==> src/rtl/bus_master_arbiter.sv <==
// rtl/bus_master_arbiter.sv - two-master serial bus arbiter with round-robin tie break and hold-time preemption
//
// Purpose:
//   Shares one serial bus between masters M1 and M2 ahead of the slave-select arbiter.
//   A master holds its request high for the whole transaction and receives a registered
//   one-hot grant. Simultaneous requests alternate via round-robin. Once the holder has
//   been granted for MAX_HOLD cycles and the other master is waiting, the holder is
//   preempted. Every release passes through a single RELEASE turnaround cycle.
//   The granted master's serial lines are muxed onto the bus, and bus ready is returned
//   only to the granted master.
//
// Ports:
//   clk                  in   clock; all state updates on the rising edge
//   reset                in   synchronous, active-high
//   i_m1_req/i_m2_req    in   bus request from M1/M2
//   o_m1_grant/o_m2_grant out registered grant; one-hot or zero
//   i_mX_address         in   serial address bit from master X
//   i_mX_data            in   serial data bit from master X
//   i_mX_valid           in   data valid from master X
//   i_mX_address_valid   in   address valid strobe from master X
//   o_mX_ready           out  i_bus_ready gated by mX grant
//   o_bus_address        out  muxed address
//   o_bus_data           out  muxed data
//   o_bus_valid          out  muxed valid
//   o_bus_address_valid  out  muxed address valid
//   i_bus_ready          in   ready from the slave-select arbiter
//   o_bus_busy           out  high in GRANT1, GRANT2 and RELEASE
module bus_master_arbiter #(
  parameter int MAX_HOLD = 64
) (
  input  logic clk,
  input  logic reset,
  input  logic i_m1_req,
  input  logic i_m2_req,
  output logic o_m1_grant,
  output logic o_m2_grant,
  input  logic i_m1_address,
  input  logic i_m1_data,
  input  logic i_m1_valid,
  input  logic i_m1_address_valid,
  output logic o_m1_ready,
  input  logic i_m2_address,
  input  logic i_m2_data,
  input  logic i_m2_valid,
  input  logic i_m2_address_valid,
  output logic o_m2_ready,
  output logic o_bus_address,
  output logic o_bus_data,
  output logic o_bus_valid,
  output logic o_bus_address_valid,
  input  logic i_bus_ready,
  output logic o_bus_busy
);

  localparam int CW = $clog2(MAX_HOLD + 1);
  localparam logic [CW-1:0] HOLD_LIMIT = CW'(MAX_HOLD);

  typedef enum logic [1:0] {
    S_IDLE    = 2'd0,
    S_GRANT1  = 2'd1,
    S_GRANT2  = 2'd2,
    S_RELEASE = 2'd3
  } state_t;

  // r_last: 0 = M1 was last granted, 1 = M2 was last granted.
  localparam logic LAST_M1 = 1'b0;
  localparam logic LAST_M2 = 1'b1;

  state_t        r_state;
  state_t        w_next_state;
  logic          r_m1_grant;
  logic          r_m2_grant;
  logic [CW-1:0] r_hold_cnt;
  logic          r_last;
  logic          w_enter_g1;
  logic          w_enter_g2;

  // Next-state logic.
  always_comb begin
    w_next_state = r_state;
    case (r_state)
      S_IDLE: begin
        // On a tie, the master that did not hold the bus last wins.
        if (i_m1_req && (!i_m2_req || r_last == LAST_M2)) begin
          w_next_state = S_GRANT1;
        end else if (i_m2_req) begin
          w_next_state = S_GRANT2;
        end
      end
      S_GRANT1: begin
        if (!i_m1_req || (r_hold_cnt == HOLD_LIMIT && i_m2_req)) begin
          w_next_state = S_RELEASE;
        end
      end
      S_GRANT2: begin
        if (!i_m2_req || (r_hold_cnt == HOLD_LIMIT && i_m1_req)) begin
          w_next_state = S_RELEASE;
        end
      end
      S_RELEASE: w_next_state = S_IDLE;
      default:   w_next_state = S_IDLE;
    endcase
  end

  // GRANTx is only ever reached from IDLE, so the check against the current state
  // is purely defensive.
  assign w_enter_g1 = (w_next_state == S_GRANT1) && (r_state != S_GRANT1);
  assign w_enter_g2 = (w_next_state == S_GRANT2) && (r_state != S_GRANT2);

  always_ff @(posedge clk) begin
    if (reset) begin
      r_state    <= S_IDLE;
      r_m1_grant <= 1'b0;
      r_m2_grant <= 1'b0;
      r_hold_cnt <= '0;
      r_last     <= LAST_M2;
    end else begin
      r_state    <= w_next_state;
      // Grants are taken from next-state so they rise on the same edge the FSM enters GRANTx.
      r_m1_grant <= (w_next_state == S_GRANT1);
      r_m2_grant <= (w_next_state == S_GRANT2);
      if (w_enter_g1 || w_enter_g2) begin
        r_hold_cnt <= '0;
        r_last     <= w_enter_g2 ? LAST_M2 : LAST_M1;
      end else if ((r_state == S_GRANT1 || r_state == S_GRANT2) && r_hold_cnt != HOLD_LIMIT) begin
        r_hold_cnt <= r_hold_cnt + CW'(1);
      end
    end
  end

  assign o_m1_grant = r_m1_grant;
  assign o_m2_grant = r_m2_grant;
  assign o_bus_busy = (r_state != S_IDLE);

  // The datapath is an AND-OR mux driven by the one-hot grant flops; it reads zero when no master is granted.
  assign o_bus_address       = (r_m1_grant & i_m1_address)       | (r_m2_grant & i_m2_address);
  assign o_bus_data          = (r_m1_grant & i_m1_data)          | (r_m2_grant & i_m2_data);
  assign o_bus_valid         = (r_m1_grant & i_m1_valid)         | (r_m2_grant & i_m2_valid);
  assign o_bus_address_valid = (r_m1_grant & i_m1_address_valid) | (r_m2_grant & i_m2_address_valid);
  assign o_m1_ready          = r_m1_grant & i_bus_ready;
  assign o_m2_ready          = r_m2_grant & i_bus_ready;

endmodule
==> config.mk <==
export PLATFORM = sky130hd
export DESIGN_NAME = bus_master_arbiter
export DESIGN_NICKNAME = d
export VERILOG_FILES = /design/src/rtl/bus_master_arbiter.sv
export SDC_FILE = /design/constraint.sdc
export NUM_CORES = 1
export LEC_CHECK = 0
export CELL_PAD_IN_SITES_DETAIL_PLACEMENT = 0
export CELL_PAD_IN_SITES_GLOBAL_PLACEMENT = 1
export CORE_MARGIN = 2
export CORE_UTILIZATION = 36
export DETAILED_ROUTE_END_ITERATION = 6
export PLACE_DENSITY_LB_ADDON = 0.1
export SLEW_MARGIN = 20
export SYNTH_ARGS = -nofsm -noshare
export SYNTH_HDL_FRONTEND = slang
export SYNTH_SLANG_ARGS = --single-unit
==> constraint.sdc <==
create_clock -name clk -period 2.7 [get_ports clk]
set_input_delay 0.405 -clock clk [delete_from_list [all_inputs] [get_ports clk]]
set_output_delay 0.405 -clock clk [all_outputs]
set_load 0.05 [all_outputs]
# == Yosys cells after proc, flatten, opt, wreduce, memory -nomap -nowiden ==
# Index checks and enable logic that the tools add are counted.
# word_totals
reg_bits,12
input_bits,13
out_inout_bits,9
# classes
addsub,1
eq_ne,9
mux,6
n_bitwise,14
n_reduce_logical,16
# op_table
operator,count
$and 1x1->1,10
$mux 2,4
$pmux 2 s4,1
$add 7x1->7 const B,1
$eq 7x7->1 const B,1
$ne 7x7->1 const B,1
$eq 2x2->1 const B,3
$logic_and 1x1->1,6
$logic_or 1x1->1,5
$eq 2x1->1 const B,2
$or 1x1->1,4
$logic_not 1->1,2
$logic_not 2->1,1
$ne 2x1->1 const B,1
$ne 2x2->1 const B,1
$reduce_bool 2->1,1
$reduce_or 2->1,1
$mux 1,1

# == Depth between registers and ports, before layout ==
# depth
depth_word,9
ltp_mapped,7
ltp_nobuf,7

# == Worst setup path before layout ==
# No wires, ideal clock.
# synth_path
path_type,register to register
start,reg r_hold_cnt[2]
end,reg r_hold_cnt[0]
arrival_ns,1.729
setup_slack_ns,0.831
path_stages_with_launch,6
path_cell_list,dfxtp_1 > or4_4 > nor4_4 > nor4_2 > a2111oi_4 > nor3_1
# synth_between
elab_chain_cells,9
word_cells_on_any_way,16
cone_classes,eq/ne (4); mux (3); reduce/logical (9)
# synth_lines
item,line_no,source
from (decl),73,logic [CW-1:0] r_hold_cnt;
from (signal assigned),126,r_hold_cnt <= r_hold_cnt + CW'(1);
$eq 7x7->1,"91, 96",
"$logic_and 1x1->1, on equally long branches","96, 91",
"$logic_or 1x1->1, on equally long branches","96, 91",
"$mux 2, on equally long branches","96, 91",
$pmux 2 s4,81,case (r_state)
$eq 2x1->1 / $eq 2x2->1 (equally long branches),"107, 108",
"$logic_and 1x1->1, on equally long branches","107, 108",
$logic_or 1x1->1,122,if (w_enter_g1 || w_enter_g2) begin
$reduce_or 2->1 (no line),-,
# Several ways; a longest one is shown, not always the timed one.
# A chain may end at the register's enable or synchronous reset.

# == Worst setup path after layout ==
# layout_path
start,reg r_state[1]
end,out o_bus_busy
# layout_between
elab_chain_cells,1
# layout_lines
item,line_no,source
from (decl),69,state_t r_state;
from (signal assigned),118,r_state <= w_next_state;
$reduce_bool 2->1,133,assign o_bus_busy = (r_state != S_IDLE);
to (decl),52,output logic o_bus_busy
# Every way passes these cells.

==> metrics.log <==
INFO  metric critical_path.n_buffers_inverters = 3
INFO  metric yosys_warnings = 0
INFO  metric place.gp.congestion = 0.7703
INFO  metric netlist_area = 739.5 sq um
INFO  metric post-route-min-period = 2.286 ns
INFO  metric crit_fanout = 6
INFO  metric cts_hold_repair.buffers = 0
INFO  metric cts_sinks = 12
INFO  metric setup_viol = 0
INFO  metric timing.hold.worst.class = flip-flop to flip-flop
INFO  metric layout.nets = 127
INFO  metric timing.setup.tns = 0 ns
INFO  metric internal-power = 0.4310 mW
INFO  metric avgViaCountPerCell = 5.023
INFO  metric synth_area_leaders = dfxtp_1 (32%), ha_1 (10%), nor3_1 (7.4%), a22o_1 (4.7%), inv_1 (4.1%)
INFO  metric clock_tree.root_cell = clkbuf_4
INFO  metric synth.ff_latch_count = 12
INFO  metric postSynthNetCount = 101
INFO  metric count_of_routing_violations_after_the_opening_detailed_route_iteration = 13
INFO  metric global_router_s_overall_resource_usage = 0.1470
INFO  metric syn2layout_area_growth = 36.04%
INFO  metric dr.pass1.iters = 4
INFO  metric p_per_area = 770.2 nW/um^2
INFO  metric num_cts_buffers = 3
INFO  metric dpl-instance-area = 983.4 sq um
INFO  metric routed_wirelength = 1613 um
INFO  metric top_level_ports = 22
INFO  metric cp_cell_sequence = inv_1 > ha_1 > inv_1 > clkdlybuf4s50_1
INFO  metric layout_worst_path_cycle_share = 0.8466
INFO  metric post_route_cells_drive_above_1_share = 0.08491
INFO  metric r2r_setup_slack = 0.61 ns
INFO  metric postSynthAreaPerCell = 9.018 sq um
INFO  metric critical_path.max_stage_delay = 0.79 ns
INFO  metric crit_path_frequent_cell = inv_1
INFO  metric drc = 0
INFO  metric p_leak = 0.3777 nW
INFO  metric critical_path_arrival = 1.88 ns
INFO  metric netlist-cell-type-count = 28
INFO  metric design_area = 1006 sq um
INFO  metric total_power = 0.7748 mW
INFO  metric core_box_area = 1942 sq um
INFO  metric critPathCaptureType = primary output
INFO  metric cts.path.max_buffers = 2
INFO  metric clock_tree.htree_level_count = 1
INFO  metric post-dp-hpwl = 1321 um
INFO  metric die_height = 49.32 um
INFO  metric rsz0062_at_grt = false
INFO  metric filler_cell_count = 192
INFO  metric die_area = 2432 sq um
INFO  metric pwr-share-comb = 0.556
INFO  metric report.final.slew_viol_count = 0
INFO  metric maximum_capacitance_violations = 0
INFO  metric reg2reg_capture_point = r_hold_cnt[0]$_SDFFE_PP0P_
INFO  metric antennaDiodeCount = 0
INFO  metric critical_path.reg2reg.startpoint = r_state[1]$_SDFF_PP0_
INFO  metric final_cell_mix = clkdlybuf4s50_1 (21), dfxtp_1 (12), nor3_1 (11)
INFO  metric syn_inst = 82
INFO  metric total_switching_power = 0.3438 mW
INFO  metric criticalPathCategory = flip-flop to primary output
INFO  metric number_of_buffer_cells_added_on_primary_ports = 21
INFO  metric netlist.area_leader.share = 0.3249
INFO  metric fp.dieW = 49.32 um
INFO  metric latest_clock_arrival_within_the_worst_skew_pair = 0.26 ns
INFO  metric cts-resized-gates = 0
INFO  metric timing.critical_path.required = 2.30 ns
INFO  metric fraction_of_power_consumed_by_sequential_logic = 0.314
INFO  metric clk_network_pwr_share = 0.130
INFO  metric max_freq = 437.5 MHz
INFO  metric hold_start = r_last$_SDFFE_PP1P_
INFO  metric fp-row-count = 16
INFO  metric synth-seq-area-share = 0.3249
INFO  metric initial_antenna_violation_count = 0
INFO  metric timing.final.hold_violations = 0
INFO  metric grt_overflow = 0
INFO  metric tightest_slew = 0.5386 ns
INFO  metric cts_setup_buffers = 0
INFO  metric pin_count_of_the_biggest_net_entering_global_routing = 9
INFO  metric max-vdd-ir-drop = 0.3776 mV
INFO  metric synth_area_leader_cell = dfxtp_1
INFO  metric crit_path_start_kind = flip-flop
INFO  metric routedWlPerCell = 12.13 um
INFO  metric power_switching_share = 0.4437
INFO  metric worst_r2r_path_depth = 7
INFO  metric slowest_stage = clkdlybuf4s50_1
INFO  metric initial_core_util = 0.3808
INFO  metric wire_length_of_the_first_global_routing_pass = 2808 um
INFO  metric postRouteAntennaNets = 0
INFO  metric clock_skew = 0.002142 ns
INFO  metric slew_headroom = 0.6409
INFO  metric status = finished, final reports clean
INFO  metric dr_vias = 668
INFO  metric path_delay_family = buffers and inverters
INFO  metric first_global_vias = 678
INFO  metric tritoncts = done
INFO  metric min_path_cells = 1
INFO  metric clkTransAtPathRegs = 0.06 ns
INFO  metric final_common_cell = clkdlybuf4s50_1
INFO  metric whs_endpoint = r_last$_SDFFE_PP1P_
## cell usage after synthesis
master,n
nor4_2,1
nand2_1,5
nand3_1,2
nor2b_1,1
inv_1,8
dfxtp_1,12
xor2_1,2
o31a_1,1
nor4_4,1
a22o_1,4
mux2i_1,1
nand3b_1,1
nor2_1,4
and2b_1,1
a21oi_1,2
o21ai_0,3
xnor2_1,3
or4_4,1
nand4_1,2
nor3_1,11
ha_1,6
a211o_1,1
and2_1,3
a21o_1,1
nand2b_1,2
and3_2,1
o221a_2,1
a2111oi_4,1
## cell families after synthesis
kind of cell    share of synthesized area
mux                               0.01354
compound gates                     0.1675
xor+xnor                          0.05923
flops                              0.3249
fa+ha+maj                          0.1015
simple gates                       0.2927
buf+inv                           0.04061
## per-stage QoR
step	setup WS, ns	utilization	hold WS, ns	cells
after CTS	0.3972	0.5180	0.5027	133
after floorplan	0.8314	-	0.4533	82
after global routing	0.3425	0.5180	0.5244	133
after global placement	0.4017	0.5064	0.4957	130
after detailed placement	0.3613	0.5064	0.4868	130
final	0.4141	0.5180	0.4929	133
## power by group through the flow
stage	clock network, mW	registers (mW)	logic, mW
global route	0.113	0.248	0.464
floorplan	0	0.264	0.291
detailed placement	0	0.249	0.435
finish	0.100	0.244	0.431
global placement	0	0.248	0.434
CTS	0.106	0.244	0.437
## final cells by class
cell class | instances | area [sq um] | area share
inverters | 8 | 30.03 | 0.02985
well taps | 27 | 33.78 | 0.03358
multi-input cells | 62 | 469.2 | 0.4664
clock buffers | 3 | 22.52 | 0.02239
flip-flops and latches | 12 | 240.2 | 0.2388
repair buffers | 21 | 210.2 | 0.2090
## layer usage
layer,track usage,wire (um),vias to the layer above
met5,0,0,-
met4,0.02857,0,0
met3,0.04908,82,0
met2,0.2523,775,16
met1,0.1777,755,308
li1,-,-,344
## worst max path at each step
stage                     depth (start not counted)  slack [ns]                  startpoint                          to
after global routing                              4        0.34       r_state[1]$_SDFF_PP0_                  o_bus_busy
after CTS                                         4        0.40       r_state[1]$_SDFF_PP0_                  o_bus_busy
after floorplan                                   5        0.83  r_hold_cnt[2]$_SDFFE_PP0P_  r_hold_cnt[0]$_SDFFE_PP0P_
final                                             4        0.41       r_state[1]$_SDFF_PP0_                  o_bus_busy
after global placement                            6        0.40                    i_m2_req         r_last$_SDFFE_PP1P_
after detailed placement                          6        0.36                    i_m2_req         r_last$_SDFFE_PP1P_
## registers in the layout, indices dropped and copies added, names as in the netlist
name        cells
o_m1_grant      1
o_m2_grant      1
r_hold_cnt      7
r_last          1
r_state         2
Power figures use the tool's default switching activity.
